<file path="src/rtl/udp_rx_word_packer_if.sv">
// rtl/udp_rx_word_packer_if.sv - UDP header, payload byte stream and packed word stream bundle
interface udp_rx_word_packer_if #(
  parameter int DATA_W = 64
);
  localparam int BPW     = DATA_W / 8;
  localparam int BYTES_W = $clog2(BPW) + 1;

  logic               rx_udp_hdr_valid;
  logic               rx_udp_hdr_ready;
  logic [15:0]        rx_udp_dest_port;
  logic [15:0]        rx_udp_length;

  logic [7:0]         rx_udp_payload_axis_tdata;
  logic               rx_udp_payload_axis_tvalid;
  logic               rx_udp_payload_axis_tready;
  logic               rx_udp_payload_axis_tlast;
  logic               rx_udp_payload_axis_tuser;

  logic [DATA_W-1:0]  dout_data;
  logic               dout_valid;
  logic               dout_ready;
  logic               dout_last;
  logic [BYTES_W-1:0] dout_bytes;
  logic               dout_err;

  // master = surrounding environment (header/payload source, word sink)
  modport master (
    output rx_udp_hdr_valid, rx_udp_dest_port, rx_udp_length,
    output rx_udp_payload_axis_tdata, rx_udp_payload_axis_tvalid,
    output rx_udp_payload_axis_tlast, rx_udp_payload_axis_tuser,
    output dout_ready,
    input  rx_udp_hdr_ready, rx_udp_payload_axis_tready,
    input  dout_data, dout_valid, dout_last, dout_bytes, dout_err
  );

  modport slave (
    input  rx_udp_hdr_valid, rx_udp_dest_port, rx_udp_length,
    input  rx_udp_payload_axis_tdata, rx_udp_payload_axis_tvalid,
    input  rx_udp_payload_axis_tlast, rx_udp_payload_axis_tuser,
    input  dout_ready,
    output rx_udp_hdr_ready, rx_udp_payload_axis_tready,
    output dout_data, dout_valid, dout_last, dout_bytes, dout_err
  );
endinterface

</file>
<file path="src/rtl/udp_rx_word_packer.sv">
// rtl/udp_rx_word_packer.sv - packs a UDP payload byte stream MSB-first into DATA_W words
// Optional destination-port filter enabled by defining UDP_RX_PORT_FILTER_EN.
module udp_rx_word_packer #(
  parameter int DATA_W = 64
) (
  input  logic                 sys_clk,
  input  logic                 rst,
  udp_rx_word_packer_if.slave  bus,
  input  logic [15:0]          local_port,
  output logic [15:0]          drop_count
);
  localparam int BPW     = DATA_W / 8;
  localparam int BYTES_W = $clog2(BPW) + 1;
  localparam int IDX_W   = (BPW > 1) ? $clog2(BPW) : 1;

  typedef enum logic [1:0] {IDLE, PAYLOAD, DROP} state_t;

  state_t              state;
  logic [IDX_W-1:0]    idx;
  logic [15:0]         byte_cnt;
  logic [15:0]         exp_len;
  logic                err_acc;
  logic [DATA_W-1:0]   acc;

  logic [DATA_W-1:0]   dout_data_q;
  logic                dout_valid_q;
  logic                dout_last_q;
  logic [BYTES_W-1:0]  dout_bytes_q;
  logic                dout_err_q;

  logic [DATA_W-1:0]   acc_next;
  logic [15:0]         cnt_next;
  logic                word_done;
  logic                frame_err;
  logic                take;
  logic                reject;

  assign bus.rx_udp_hdr_ready = !rst && (state == IDLE);
  assign bus.rx_udp_payload_axis_tready = !rst &&
      (((state == PAYLOAD) && (!dout_valid_q || bus.dout_ready)) || (state == DROP));
  assign take = bus.rx_udp_payload_axis_tvalid && bus.rx_udp_payload_axis_tready;

  assign bus.dout_data  = dout_data_q;
  assign bus.dout_valid = dout_valid_q;
  assign bus.dout_last  = dout_last_q;
  assign bus.dout_bytes = dout_bytes_q;
  assign bus.dout_err   = dout_err_q;

`ifdef UDP_RX_PORT_FILTER_EN
  assign reject = (bus.rx_udp_dest_port != local_port);
`else
  logic unused_filter_inputs;
  assign reject = 1'b0;
  assign unused_filter_inputs = ^{bus.rx_udp_dest_port, local_port};
`endif

  always_comb begin
    acc_next = acc;
    for (int b = 0; b < BPW; b++) begin
      if (int'(idx) == b) acc_next[DATA_W-1-8*b -: 8] = bus.rx_udp_payload_axis_tdata;
    end
    cnt_next  = byte_cnt + 16'd1;
    word_done = (int'(idx) == BPW - 1) || bus.rx_udp_payload_axis_tlast;
    frame_err = err_acc || bus.rx_udp_payload_axis_tuser || (cnt_next != exp_len);
  end

  always_ff @(posedge sys_clk) begin
    if (rst) begin
      state        <= IDLE;
      idx          <= '0;
      byte_cnt     <= '0;
      exp_len      <= '0;
      err_acc      <= 1'b0;
      acc          <= '0;
      dout_data_q  <= '0;
      dout_valid_q <= 1'b0;
      dout_last_q  <= 1'b0;
      dout_bytes_q <= '0;
      dout_err_q   <= 1'b0;
    end else begin
      if (dout_valid_q && bus.dout_ready) dout_valid_q <= 1'b0;
      case (state)
        IDLE: begin
          if (bus.rx_udp_hdr_valid) begin
            exp_len  <= bus.rx_udp_length - 16'd8;
            idx      <= '0;
            byte_cnt <= '0;
            err_acc  <= 1'b0;
            acc      <= '0;
            state    <= reject ? DROP : PAYLOAD;
          end
        end
        PAYLOAD: begin
          if (take) begin
            byte_cnt <= cnt_next;
            err_acc  <= err_acc | bus.rx_udp_payload_axis_tuser;
            if (word_done) begin
              // accumulator is zeroed after each transfer so short words carry zero padding
              dout_data_q  <= acc_next;
              dout_bytes_q <= BYTES_W'(idx) + BYTES_W'(1);
              dout_valid_q <= 1'b1;
              dout_last_q  <= bus.rx_udp_payload_axis_tlast;
              dout_err_q   <= bus.rx_udp_payload_axis_tlast && frame_err;
              acc          <= '0;
              idx          <= '0;
              if (bus.rx_udp_payload_axis_tlast) state <= IDLE;
            end else begin
              acc <= acc_next;
              idx <= idx + IDX_W'(1);
            end
          end
        end
        DROP: begin
          if (bus.rx_udp_payload_axis_tvalid && bus.rx_udp_payload_axis_tlast) state <= IDLE;
        end
        default: state <= IDLE;
      endcase
    end
  end

`ifdef UDP_RX_PORT_FILTER_EN
  logic [15:0] drops;
  always_ff @(posedge sys_clk) begin
    if (rst) begin
      drops <= '0;
    end else if ((state == DROP) && bus.rx_udp_payload_axis_tvalid &&
                 bus.rx_udp_payload_axis_tlast && (drops != 16'hFFFF)) begin
      drops <= drops + 16'd1;
    end
  end
  assign drop_count = drops;
`else
  assign drop_count = 16'd0;
`endif
endmodule
</file>
<file path="src/flat_wrapper.sv">
// flat-port wrapper written by rule: the top's interface ports become plain ports
module udp_rx_word_packer_flat 
#(
  parameter int DATA_W = 64
)
  (sys_clk, rst, local_port, drop_count, bus_rx_udp_hdr_valid, bus_rx_udp_dest_port, bus_rx_udp_length, bus_rx_udp_payload_axis_tdata, bus_rx_udp_payload_axis_tvalid, bus_rx_udp_payload_axis_tlast, bus_rx_udp_payload_axis_tuser, bus_dout_ready, bus_rx_udp_hdr_ready, bus_rx_udp_payload_axis_tready, bus_dout_data, bus_dout_valid, bus_dout_last, bus_dout_bytes, bus_dout_err);
  udp_rx_word_packer_if #(.DATA_W(DATA_W)) bus_i ();
  input  logic sys_clk;
  input  logic rst;
  input  logic [15:0] local_port;
  output logic [15:0] drop_count;
  input wire logic [$bits(bus_i.rx_udp_hdr_valid)-1:0] bus_rx_udp_hdr_valid;
  input wire logic [$bits(bus_i.rx_udp_dest_port)-1:0] bus_rx_udp_dest_port;
  input wire logic [$bits(bus_i.rx_udp_length)-1:0] bus_rx_udp_length;
  input wire logic [$bits(bus_i.rx_udp_payload_axis_tdata)-1:0] bus_rx_udp_payload_axis_tdata;
  input wire logic [$bits(bus_i.rx_udp_payload_axis_tvalid)-1:0] bus_rx_udp_payload_axis_tvalid;
  input wire logic [$bits(bus_i.rx_udp_payload_axis_tlast)-1:0] bus_rx_udp_payload_axis_tlast;
  input wire logic [$bits(bus_i.rx_udp_payload_axis_tuser)-1:0] bus_rx_udp_payload_axis_tuser;
  input wire logic [$bits(bus_i.dout_ready)-1:0] bus_dout_ready;
  output wire logic [$bits(bus_i.rx_udp_hdr_ready)-1:0] bus_rx_udp_hdr_ready;
  output wire logic [$bits(bus_i.rx_udp_payload_axis_tready)-1:0] bus_rx_udp_payload_axis_tready;
  output wire logic [$bits(bus_i.dout_data)-1:0] bus_dout_data;
  output wire logic [$bits(bus_i.dout_valid)-1:0] bus_dout_valid;
  output wire logic [$bits(bus_i.dout_last)-1:0] bus_dout_last;
  output wire logic [$bits(bus_i.dout_bytes)-1:0] bus_dout_bytes;
  output wire logic [$bits(bus_i.dout_err)-1:0] bus_dout_err;
  assign bus_i.rx_udp_hdr_valid = bus_rx_udp_hdr_valid;
  assign bus_i.rx_udp_dest_port = bus_rx_udp_dest_port;
  assign bus_i.rx_udp_length = bus_rx_udp_length;
  assign bus_i.rx_udp_payload_axis_tdata = bus_rx_udp_payload_axis_tdata;
  assign bus_i.rx_udp_payload_axis_tvalid = bus_rx_udp_payload_axis_tvalid;
  assign bus_i.rx_udp_payload_axis_tlast = bus_rx_udp_payload_axis_tlast;
  assign bus_i.rx_udp_payload_axis_tuser = bus_rx_udp_payload_axis_tuser;
  assign bus_i.dout_ready = bus_dout_ready;
  assign bus_rx_udp_hdr_ready = bus_i.rx_udp_hdr_ready;
  assign bus_rx_udp_payload_axis_tready = bus_i.rx_udp_payload_axis_tready;
  assign bus_dout_data = bus_i.dout_data;
  assign bus_dout_valid = bus_i.dout_valid;
  assign bus_dout_last = bus_i.dout_last;
  assign bus_dout_bytes = bus_i.dout_bytes;
  assign bus_dout_err = bus_i.dout_err;
  udp_rx_word_packer #(.DATA_W(DATA_W)) u_core (.sys_clk(sys_clk), .rst(rst), .bus(bus_i), .local_port(local_port), .drop_count(drop_count));
endmodule
</file>
<file path="config.mk">
export PLATFORM = sky130hd
export DESIGN_NAME = udp_rx_word_packer_flat
export DESIGN_NICKNAME = d
export VERILOG_FILES = /design/src/rtl/udp_rx_word_packer_if.sv /design/src/rtl/udp_rx_word_packer.sv /design/src/flat_wrapper.sv
export SDC_FILE = /design/constraint.sdc
export NUM_CORES = 1
export LEC_CHECK = 0
export BUFFER_PORTS_ARGS = -buffer_cell sky130_fd_sc_hd__buf_4
export CAP_MARGIN = 10
export CORE_ASPECT_RATIO = 0.75
export CORE_MARGIN = 4
export CORE_UTILIZATION = 59
export CTS_CLUSTER_SIZE = 16
export DETAILED_ROUTE_END_ITERATION = 16
export HOLD_SLACK_MARGIN = 0.02
export PLACE_DENSITY = 0.85
export SLEW_MARGIN = 20
export SYNTH_ARGS = -nofsm -noshare
export SYNTH_HDL_FRONTEND = slang
export SYNTH_SLANG_ARGS = --single-unit
</file>
<file path="constraint.sdc">
create_clock -name sys_clk -period 6.35 [get_ports sys_clk]
set_input_delay 0.3175 -clock sys_clk [delete_from_list [all_inputs] [get_ports sys_clk]]
set_output_delay 0.3175 -clock sys_clk [all_outputs]
set_load 0.01 [all_outputs]
</file>
Yosys cells after proc, flatten, opt, wreduce, memory -nomap -nowiden
Index checks and enable logic that the tools add are counted.

word-level totals
  flip-flop bits (word level) = 173
  input bits = 63

cells by class
  reductions and logical operators = 21
  equality and inequality tests = 15
  bitwise logic cells = 1
  $add $sub $neg = 4
  multiplexer cells = 32

operators with widths
  cell                                                   count
  two-way mux 64 bit                                     3
  one-hot mux 64 bit (2 select lines)                    1
  two-way mux 8 bit                                      8
  two-way mux 16 bit                                     2
  one-hot mux 16 bit (2 select lines)                    1
  adder 16 x 1 -> 16 bit, second input constant          1
  inequality test 16 bit                                 1
  subtractor 16 x 4 -> 16 bit, second input constant     1
  equality test 3 bit, second input constant             4
  two-way mux 2 bit                                      5
  two-way mux 3 bit                                      3
  logical AND 1 bit                                      7
  equality test 3 x 2 -> 1 bit, second input constant    2
  two-way mux 1 bit                                      6
  inequality test 2 bit, second input constant           3
  one-hot mux 2 bit (3 select lines)                     1
  one-hot mux 3 bit (2 select lines)                     1
  AND reduction 3 bit                                    2
  logical OR 1 bit                                       5
  AND reduction 5 bit                                    1
  adder 3 x 1 -> 4 bit, second input constant            1
  inequality test 2 x 1 -> 1 bit, second input constant  2
  adder 3 x 1 -> 3 bit, second input constant            1
  equality test 3 x 1 -> 1 bit, second input constant    1
  other kinds (9)                                        10

Longest topological paths before layout
Gate-level depths: netlist of the first run.

  depth after elaboration = 8
  depth in mapped cells = 9
  depth with buffers taken out = 8

Worst setup path after synthesis of the first run
No wires, ideal clock.

  kind = register -> register
  start point = reg u_core.idx[0]
  end point = reg u_core.acc[56]
  path buffers = 3
  period minus slack after synthesis = 2.196 ns
  data required time = 6.222 ns
  stages on the path, launching flop included = 10
  library setup time = 0.128 ns
  path slack = 4.154 ns
  arrival = 2.068 ns
  cell sequence = dfxtp_1 inv_1 ha_1 buf_2 nor2b_1 clkbuf_1 nor2b_1 clkbuf_1 mux2i_1 nor2_1

on the way
  cells in the longest elaborated chain, start to end = 5
  elaborated cells on any way between the ends = 7
  those cells by class = 1 x eq/ne; 4 x mux; 2 x reduce/logical

ends and longest elaborated chain
  what                                                               line                                                source
  start, declared                                                    udp_rx_word_packer.sv:19                            logic [IDX_W-1:0] idx;
  start signal, assigned                                             udp_rx_word_packer.sv:109                           idx <= idx + IDX_W'(1);
  logical NOT 3 bit or equality test 3 x 1 -> 1 bit (tied branches)  udp_rx_word_packer.sv:60, udp_rx_word_packer.sv:63
  two-way mux 8 bit or logical OR 1 bit (tied branches)              udp_rx_word_packer.sv:60, udp_rx_word_packer.sv:63
  two-way mux 64 bit (*)                                             udp_rx_word_packer.sv:97                            if (word_done) begin
  two-way mux 64 bit (*)                                             udp_rx_word_packer.sv:94                            if (take) begin
  one-hot mux 64 bit (2 select lines) (*)                            udp_rx_word_packer.sv:82                            case (state)
  end signal, assigned                                               udp_rx_word_packer.sv:108                           acc <= acc_next;
  end, declared                                                      udp_rx_word_packer.sv:23                            logic [DATA_W-1:0] acc;

Every way passes the cells marked *; elsewhere a longest branch is shown, timed or not. The select of a mux whose other input is x is not followed.
A chain may end at the register's enable or synchronous reset.

Worst setup path after layout of the first run
  start point = reg u_core.state[0]
  end point = reg u_core.dout_data_q[40] (netlist: u_core.bus.dout_data[40])

on the way
  cells in the longest elaborated chain, start to end = 6
  elaborated cells on any way between the ends = 7
  those cells by class = 2 x eq/ne; 5 x reduce/logical

ends and longest elaborated chain
  what                                      line                                                source
  start, declared                           udp_rx_word_packer.sv:18                            state_t state;
  start signal, assigned                    udp_rx_word_packer.sv:90                            state <= reject ? DROP : PAYLOAD;
  equality test 2 x 1 -> 1 bit              udp_rx_word_packer.sv:40, udp_rx_word_packer.sv:82
  logical AND 1 bit                         udp_rx_word_packer.sv:40                            (((state == PAYLOAD) && (!dout_valid_q || bus.dout_ready)) || (state == DROP));
  logical OR 1 bit                          udp_rx_word_packer.sv:40
  logical AND 1 bit                         udp_rx_word_packer.sv:39                            assign bus.rx_udp_payload_axis_tready = !rst &&
  logical AND 1 bit                         udp_rx_word_packer.sv:41                            assign take = bus.rx_udp_payload_axis_tvalid && bus.rx_udp_payload_axis_tready;
  AND reduction 3 bit (no source line) (*)  n/a
  end signal, assigned                      udp_rx_word_packer.sv:99                            dout_data_q <= acc_next;
  end, declared                             udp_rx_word_packer.sv:25                            logic [DATA_W-1:0] dout_data_q;

Every way passes the cells marked *; elsewhere a longest branch is shown, timed or not.

==> flow_summary.toml, run 1 <==
[power_and_ir_drop]
vdd_drop_max_mv = 0.200
total_leakage_power_nw = 3.15
power.density_nw_per_um2 = 266

[floorplan]
placeable_core_region_sq_um = 12500
rows = 35
dieWidth_microns = 139
num_io_pins = 152
start_util_pct = 61.1
floorplan.die_area_sq_um = 14800
dieHeight_microns = 106

[logic_synthesis]
number_of_storage_elements_in_the_synthesis_netlist = 172
yosysWarningCount = 0
synth_area_sq_um = 7630
syn_avg_cell_area_sq_um = 8.66
synth_async_sr_flop_share_pct = 0
synthDistinctLibCells = 48
synth_sequential_area_ratio_pct = 45.1
dominantRegCellSynth = "dfxtp_1"
postSynthCellCount = 881
synth-edff-count = 0

[setup_path]
regToRegStartpoint = "u_core.state[0]"
reg2regPathDepth = 6
critPathKind = "reg2reg"
critical-path-top-delay-family = "simple AND/OR/NAND/NOR gates"
cp-start-kind = "flip-flop"
slowest_delay_ns = 0.95
timing.critical_path.required_ns = 6.66
cp.arrival_ns = 4.01
cp_slowest_cell = "nor2_4"
critical_path.startpoint = "u_core.state[0]"
worstPathMaxFanout = 48
critical_path_cell_count = 6
path_buf_inv = 1
path_cells = "nor2b_1, nand3_1, nor2_4, buf_4, nor2_1, a211oi_1"
endpoint_kind = "flip-flop"

[grt]
grt_antenna_before_repair = 0
first_global_vias = 6156
grt_start_max_net_pins = 98
remaining_overflow_grt = 0
grt_first_pass_wirelength_mm = 31.2
globalRouteTotalUtil_pct = 25.7

[layout]
design.final.nets = 1009
footprint_of_the_flip_flops_and_latches_sq_um = 3440
filler_cell_count = 933
postLayoutCellArea_sq_um = 8920
drive_gt1_share_pct = 15.6
n_antenna_cell = 0
multiInputGateArea_sq_um = 3830
area_delta_synth_final_pct = 16.9

[route]
post-route-drc-count = 0
post_drt_via_cell_ratio = 5.97
wire_per_inst_microns = 17.1
drt_first_iter_violations = 737
drt_first_pass_iters = 6
routed_wirelength_mm = 19.1
post_route_antenna_net_violation_count = 0
num_vias = 6674

[placement]
portBuffers = 103
place_congestion = 0.966
placed_instance_area_sq_um = 8330
hpwlAfterDp_mm = 12.5

[timing]
tns_ns = 0
period_utilization_pct = 58.3
unrepaired_setup_endpoints_after_global_routing = "false"
timing.clock.skew_ns = 0.00618
final_period_minus_worst_setup_slack_ns = 3.70
tightestPinTransition_ns = 0.960
fmax_mhz = 270
timing_hold_violations_final = 0
final_max_slew_viol_count = 0
setup-violations-final = 0
worst_slew_margin_rel_pct = 35.8

[cts]
ctsLongestPathBuffers = 2
clock_sink_count = 172
tritoncts_clock_tree = "yes"
cts_root_buf = "clkbuf_16"
cts_setup_buffers = 0
cts.reportedPaths.clkPinSlew_ns = 0.06
cts_buffers = 17
clock_insertion_delay_worst_skew_ns = 0.42
cts_repair_resize_count = 0
hold_buffers = 0
h-tree-depth = 4

[run_status]
status = "completed"

[min_path]
worstHoldPathCells = 2
hold_path_class = "in2reg"
hold_wc_startpoint = "bus_rx_udp_length[3]"

[job]
cap_viol_max_count = 0
through the flow:
step / std cells / util [%] / hold WS (ns) / total power [mW] / worst slack [ns]
after CTS: 1117 / 71.4 / 0.0899 / 2.37 / 2.73
after floorplan: 896 / - / 0.413 / 1.30 / 4.15
after detailed placement: 1085 / 66.8 / 0.444 / 1.37 / 2.83
final: 1117 / 71.4 / 0.101 / 2.37 / 2.65
after global routing: 1117 / 71.4 / 0.0877 / 2.45 / 2.35
after global placement: 1085 / 66.8 / 0.441 / 1.37 / 2.95
cell families (layout without fill, tap and decap cells):
group	Yosys count	in the layout	synth area share (%)
AOI/OAI and AO/OA	183	183	17.2
muxes	63	63	8.26
and+or+nand+nor	329	329	19.2
xor gates and xnor gates	29	29	3.33
buffers and inverters	96	151	5.58
adders and majority gates	8	8	1.31
other	1	16	0.0491
DFF	172	172	45.1
where the power goes:
group	switching [mW]	internal (mW)
clock network	0.417	0.600
registers	0.0203	1.11
logic	0.144	0.0850
worst paths after layout:
kind	to	slack [ns]
worst min register to register	u_core.acc[5]	0.46
worst max register to register	u_core.bus.dout_data[40]	2.65
worst max-delay path	u_core.bus.dout_data[40]	2.65
worst min-delay path	u_core.exp_len[3]	0.10
Yosys cell counts (2+ instances only):
library cell    n  area, sq um
nor2b_1         9         56.3
a311oi_1       31          272
ha_1            8          100
nand2_1        59          221
a2111oi_0       2         17.5
nor4_1          3         18.8
nand2b_1        7         43.8
buf_2           4         20.0
a32oi_1         2         17.5
clkbuf_1       63          236
nor2_1        167          627
nand4_1         8         50.1
and2_1         11         68.8
o211ai_1        2         15.0
xnor2_1        24          210
or3_4           2         22.5
nor3_1          9         45.0
a21oi_1        29          145
buf_4          16          120
a22oi_1        35          263
mux2i_1        63          631
o221ai_1        2         17.5
o31a_1          2         17.5
buf_1           3         11.3
o21ai_0        17         85.1
and3_1          3         18.8
nor3b_1         2         15.0
nand3_1        37          185
or3_1           5         31.3
a211oi_1       52          390
inv_1          10         37.5
or3_2           2         15.0
dfxtp_1       172         3440
a31oi_1         2         12.5
xor2_1          5         43.8
cell type report:
class                   instances  area share, %
multi-input cells             628           43.0
flip-flops and latches        172           38.6
repair buffers                109           9.18
clock buffers                  22           5.21
well taps                     166           2.33
clock inverters                10           1.29
inverters                      10          0.421
per-layer routing:
layer | vias to the layer above | share of wire [%] | global-route usage (%)
li1 | 3205 | - | -
met5 | - | 0 | 0
met1 | 3130 | 44 | 36.2
met4 | 0 | 1.8 | 7.61
met3 | 39 | 10 | 7.28
met2 | 300 | 44 | 38.6
layout by cell type, fill, tap and decap left out, types with 5 or more instances in the layout:
cell,count
nor2b_1,7
buf_4,109
or3_1,5
nand2_1,59
a311oi_1,31
nand2b_1,7
xor2_1,5
nor3_1,9
a211oi_1,52
nand4_1,8
conb_1,16
mux2i_1,63
inv_1,10
a22oi_1,35
ha_1,8
nor2_1,166
o21ai_0,17
and2_1,11
xnor2_1,24
nand3_1,37
clkbuf_16,17
dfxtp_1,172
a21oi_1,29
registers in the layout (all words and copies together), names as in the netlist:
name / cells
u_core.bus.dout_valid: 1
u_core.bus.dout_data: 64
u_core.err_acc: 1
u_core.idx: 3
u_core.bus.dout_last: 1
u_core.acc: 64
u_core.state: 1
u_core.bus.dout_err: 1
u_core.exp_len: 16
u_core.byte_cnt: 16
u_core.bus.dout_bytes: 4
Note: power is estimated with default switching activity, not from simulation.
==> inputs of run 2 (changes only) <==
--- a/config.mk
+++ b/config.mk
@@ -9,11 +9,11 @@
 export CAP_MARGIN = 10
 export CORE_ASPECT_RATIO = 0.75
 export CORE_MARGIN = 4
-export CORE_UTILIZATION = 59
+export CORE_UTILIZATION = 50
 export CTS_CLUSTER_SIZE = 16
 export DETAILED_ROUTE_END_ITERATION = 16
 export HOLD_SLACK_MARGIN = 0.02
-export PLACE_DENSITY = 0.85
+export PLACE_DENSITY = 0.76
 export SLEW_MARGIN = 20
 export SYNTH_ARGS = -nofsm -noshare
 export SYNTH_HDL_FRONTEND = slang
==> constraint.sdc (replaced) <==
create_clock -name sys_clk -period 3.1 [get_ports sys_clk]
set_input_delay 0.155 -clock sys_clk [delete_from_list [all_inputs] [get_ports sys_clk]]
set_output_delay 0.155 -clock sys_clk [all_outputs]
set_load 0.01 [all_outputs]
==> run 2 against run 1 <==
  * Combinational power rose by 120%
  * Largest power group unchanged
  * Total power rose by 110%
  * Clock power increased by 100%
  * Utilization down 9.3 points
==> flow_summary.toml, run 2 (synthesized netlist as in run 1, its figures left out) <==
[run_status]
status = "completed"

[layout]
mostFrequentLayoutCell = "dfxtp_1"
design.final.nets = 1029
area_delta_synth_final_pct = 19.6
drive_gt1_share_pct = 16.7
finalCoreUtilization_pct = 62.1
filler_cell_count = 1253
n_antenna_cell = 0
commonest_cells_after_routing_fill_and_taps_aside = "dfxtp_1, nor2_1, buf_4, mux2i_1, nand2_1"

[cts]
cts_root_buf = "clkbuf_16"
clock_insertion_delay_worst_skew_ns = 0.42
cts_setup_buffers = 0
tritoncts_clock_tree = "yes"
cts_repair_resize_count = 0
cts.reportedPaths.clkPinSlew_ns = 0.07
ctsLongestPathBuffers = 2
cts_buffers = 17
h-tree-depth = 4
clock_sink_count = 172

[setup_path]
endpoint_kind = "flip-flop"
regToRegStartpoint = "u_core.byte_cnt[0]"
r2r_slack_ns = 0.66
worstPathMaxFanout = 8
rr_endpoint = "u_core.bus.dout_err"
critPathKind = "reg2reg"
timing.critical_path.required_ns = 3.41
reg2regPathDepth = 7
cp.arrival_ns = 2.75
critical_path.startpoint = "u_core.byte_cnt[0]"
cp-start-kind = "flip-flop"

[route]
post_drt_via_cell_ratio = 5.63
drt_first_pass_iters = 7
num_vias = 6591
wire_per_inst_microns = 16.5
post_route_antenna_net_violation_count = 0
routed_wirelength_mm = 19.3
drt_first_iter_violations = 683
post-route-drc-count = 0

[timing]
setup-violations-final = 0
timing_hold_violations_final = 0
tns_ns = 0
worst_slew_margin_rel_pct = 33.4
unrepaired_setup_endpoints_after_global_routing = "false"
final_period_minus_worst_setup_slack_ns = 2.44
period_utilization_pct = 78.8
tightestPinTransition_ns = 0.999
final_max_slew_viol_count = 0
timing.clock.skew_ns = 0.0105
fmax_mhz = 409

[floorplan]
dieHeight_microns = 115
rows = 38
dieWidth_microns = 151
num_io_pins = 152
floorplan.die_area_sq_um = 17300
start_util_pct = 51.9
placeable_core_region_sq_um = 14700

[placement]
portBuffers = 103
hpwlAfterDp_mm = 12.7
place_congestion = 0.890

[min_path]
hold_path_class = "in2reg"
worstHoldPathCells = 3
hold_wc_startpoint = "bus_rx_udp_length[5]"
whs_endpoint = "u_core.exp_len[5]"

[power_and_ir_drop]
design_power_total_mw = 4.88
power.density_nw_per_um2 = 535
vdd_drop_max_mv = 0.370
total_leakage_power_nw = 3.25

[grt]
grt_start_max_net_pins = 133
grt_first_pass_wirelength_mm = 30.8
grt_antenna_before_repair = 0
globalRouteTotalUtil_pct = 22.3
first_global_vias = 5879
remaining_overflow_grt = 0

[job]
cap_viol_max_count = 0
## run 2: changes by cell type in the layout (fill, tap and decap cells not counted), sizes merged
| cell | delta |
|---|---|
| clkinv | +1 |
| inv | +2 |
| clkbuf | -4 |
| dlygate4sd3 | +6 |
| buf | +14 |
## run 2: critical path, cell delays in order, from the launching register on
cell and delay [ns]:
dfxtp_1 0.43, ha_1 0.31, nand4_1 0.24, nor2_1 0.49
and3_1 0.29, xnor2_1 0.15, nand4_1 0.12, o31a_1 0.30
## run 2: worst max-delay path by stage
stage / end / slack [ns] / cells after the start
after floorplan: u_core.acc[56] / 0.90 / 9
after global placement: u_core.bus.dout_err / 0.74 / 7
after detailed placement: u_core.bus.dout_err / 0.72 / 7
after CTS: u_core.bus.dout_err / 0.70 / 7
after global routing: u_core.bus.dout_err / 0.45 / 7
final: u_core.bus.dout_err / 0.66 / 7
## run 2: cell type report
type                            count  area, sq um  area share (%)
Inverter                           10         37.5           0.411
Timing Repair Buffer              129          996            10.9
Sequential cell                   172         3440            37.7
Clock buffer                       18          429            4.70
Clock inverter                     13          141            1.55
Tap cell                          200          250            2.74
Multi-Input combinational cell    628         3830            41.9
## run 2: timing repair
item | CTS | global route
hold buffers | 6 | 0
endpoints found under the setup margin | 0 | 0
endpoints found under the hold margin | 6 | 0
## run 2: where the power goes
part	switching [mW]	internal, mW
clock network	0.895	1.19
registers	0.0373	2.26
logic	0.305	0.190
total	1.24	3.64
## run 2: metrics by stage
| stage | cell area, sq um | std cells | setup slack [ns] | hold slack (ns) |
|---|---|---|---|---|
| 6_report | 9130 | 1170 | 0.658 | 0.0368 |
| 5_1_grt | 9130 | 1170 | 0.452 | 0.0409 |
| 4_1_cts | 9130 | 1170 | 0.704 | 0.0303 |
| 3_5_place_dp | 8490 | 1133 | 0.721 | 0.385 |
| 3_3_place_gp | 8490 | 1133 | 0.739 | 0.374 |
| 2_1_floorplan | 7690 | 896 | 0.904 | 0.251 |
## run 2: layer usage
layer | track usage [%] | up-vias | routed length, microns
li1 | - | 3239 | -
met5 | 0 | - | 0
met1 | 33.3 | 3091 | 9270
met3 | 5.20 | 23 | 1650
met2 | 32.7 | 238 | 8190
met4 | 5.13 | 0 | 221
==> inputs of run 3 (changes only) <==
--- a/config.mk
+++ b/config.mk
@@ -9,11 +9,11 @@
 export CAP_MARGIN = 10
 export CORE_ASPECT_RATIO = 0.75
 export CORE_MARGIN = 4
-export CORE_UTILIZATION = 50
+export CORE_UTILIZATION = 55
 export CTS_CLUSTER_SIZE = 16
 export DETAILED_ROUTE_END_ITERATION = 16
 export HOLD_SLACK_MARGIN = 0.02
-export PLACE_DENSITY = 0.76
+export PLACE_DENSITY = 0.8
 export SLEW_MARGIN = 20
 export SYNTH_ARGS = -nofsm -noshare
 export SYNTH_HDL_FRONTEND = slang
==> constraint.sdc (replaced) <==
create_clock -name sys_clk -period 2.5 [get_ports sys_clk]
set_input_delay 0.125 -clock sys_clk [delete_from_list [all_inputs] [get_ports sys_clk]]
set_output_delay 0.125 -clock sys_clk [all_outputs]
set_load 0.01 [all_outputs]
==> run 3 against run 2 <==
  * Final area grew 1.7%
  * Via count grew 2.1%
  * Fmax grew 9.9%
  * Sequential cell count is the same
  * Cell count shrank 1.1%
  * Combinational power grew 27%
  * Non-clock buffer count grew 15
  * First-iteration DRC count grew 13%
  * Critical path depth grew 1
==> flow_summary.toml, run 3 (synthesized netlist as in run 1, its figures left out) <==
[grt]
remaining_overflow_grt = 0
first_global_vias = 6037
grt_first_pass_wirelength_mm = 31.7
globalRouteTotalUtil_pct = 25.1
grt_antenna_before_repair = 0
grt_start_max_net_pins = 144

[timing]
whs_ns = 0.0351
timing.clock.skew_ns = 0.00910
unrepaired_setup_endpoints_after_global_routing = "false"
timing_hold_violations_final = 0
setup-violations-final = 0
tightestPinTransition_ns = 0.623
final_period_minus_worst_setup_slack_ns = 2.22
final_max_slew_viol_count = 0
worst_slew_margin_rel_pct = 58.5
period_utilization_pct = 88.9
fmax_mhz = 450
tns_ns = 0

[cts]
cts_root_buf = "clkbuf_16"
ctsLongestPathBuffers = 2
cts_setup_buffers = 0
cts.reportedPaths.clkPinSlew_ns = 0.07
h-tree-depth = 4
clock_insertion_delay_worst_skew_ns = 0.42
cts_buffers = 17
clock_sink_count = 172
tritoncts_clock_tree = "yes"

[floorplan]
rows = 36
num_io_pins = 152
floorplan.die_area_sq_um = 15800
dieWidth_microns = 144
placeable_core_region_sq_um = 13300
dieHeight_microns = 110
start_util_pct = 57.4

[route]
wire_per_inst_microns = 17.0
post_route_antenna_net_violation_count = 0
post_drt_via_cell_ratio = 5.81
drt_first_pass_iters = 6
routed_wirelength_mm = 19.6
num_vias = 6727
drt_first_iter_violations = 772
post-route-drc-count = 0

[setup_path]
worstPathMaxFanout = 8
cp.arrival_ns = 2.54
critPathKind = "reg2reg"
timing.critical_path.required_ns = 2.81
cp-start-kind = "flip-flop"
endpoint_kind = "flip-flop"

[layout]
filler_cell_count = 1051
finalCoreUtilization_pct = 69.8
n_antenna_cell = 0
area_delta_synth_final_pct = 21.6
design.final.nets = 1044
mostFrequentLayoutCell = "dfxtp_1"
commonest_cells_after_routing_fill_and_taps_aside = "dfxtp_1, nor2_1, buf_4, mux2i_1, nand2_1"
drive_gt1_share_pct = 17.3

[run_status]
status = "completed"

[power_and_ir_drop]
vdd_drop_max_mv = 0.468
total_leakage_power_nw = 3.33
power.density_nw_per_um2 = 663
design_power_total_mw = 6.16

[placement]
portBuffers = 103
hpwlAfterDp_mm = 12.6
place_congestion = 0.908

[job]
cap_viol_max_count = 0

[min_path]
hold_path_class = "in2reg"
## run 3: area by class of cell
class | instances | area (sq um) | area share [%]
timing repair buffer | 144 | 1150 | 12.4
clock inverter | 12 | 138 | 1.48
multi-input combinational | 628 | 3830 | 41.2
clock buffer | 20 | 467 | 5.03
inverter | 10 | 37.5 | 0.404
sequential | 172 | 3440 | 37.1
tap | 171 | 214 | 2.31
## run 3: through the flow
step,instances,instance area (sq um),setup WS [ns]
finish,1157,9280,0.278
global route,1157,9280,0.0838
CTS,1157,9280,0.326
detailed placement,1111,8540,0.344
global placement,1111,8540,0.389
floorplan,896,7690,0.304
## run 3: report_power, final
part / total, mW / switching (mW) / leakage [nW] / internal (mW)
clock network: 2.67 / 1.11 / 0.287 / 1.56
logic: 0.629 / 0.380 / 1.65 / 0.249
registers: 2.85 / 0.0460 / 1.39 / 2.81
## run 3: layer usage
metal | GRT usage (%) | vias up | wire [microns]
li1 | - | 3280 | -
met1 | 37.3 | 3150 | 9180
met2 | 36.8 | 272 | 8520
met3 | 5.30 | 25 | 1660
met4 | 7.33 | 0 | 253
met5 | 0 | - | 0
## run 3: path summary, 6_finish.rpt
| check | from | end | slack (ns) | cells after the start |
|---|---|---|---|---|
| max | u_core.byte_cnt[0] | u_core.bus.dout_err | 0.28 | 8 |
| min | bus_rx_udp_length[14] | u_core.exp_len[14] | 0.04 | 3 |
| max reg2reg | u_core.byte_cnt[0] | u_core.bus.dout_err | 0.28 | 8 |
| min reg2reg | u_core.acc[5] | u_core.acc[5] | 0.46 | 1 |
## run 3: critical path, cell delays in order (launching register included)
cell and delay (ns):
dfxtp_1 0.42, ha_1 0.31, nand4_1 0.24, nor2_1 0.16
buf_4 0.17, and3_1 0.24, xnor2_1 0.14, nand4_1 0.12
o31a_1 0.31
## run 3: timing repair
action | 4_1_cts | 5_1_grt
endpoints found under the setup margin | 0 | 0
resized for setup | 0 | 0
hold buffers | 14 | 0
endpoints found under the hold margin | 14 | 0
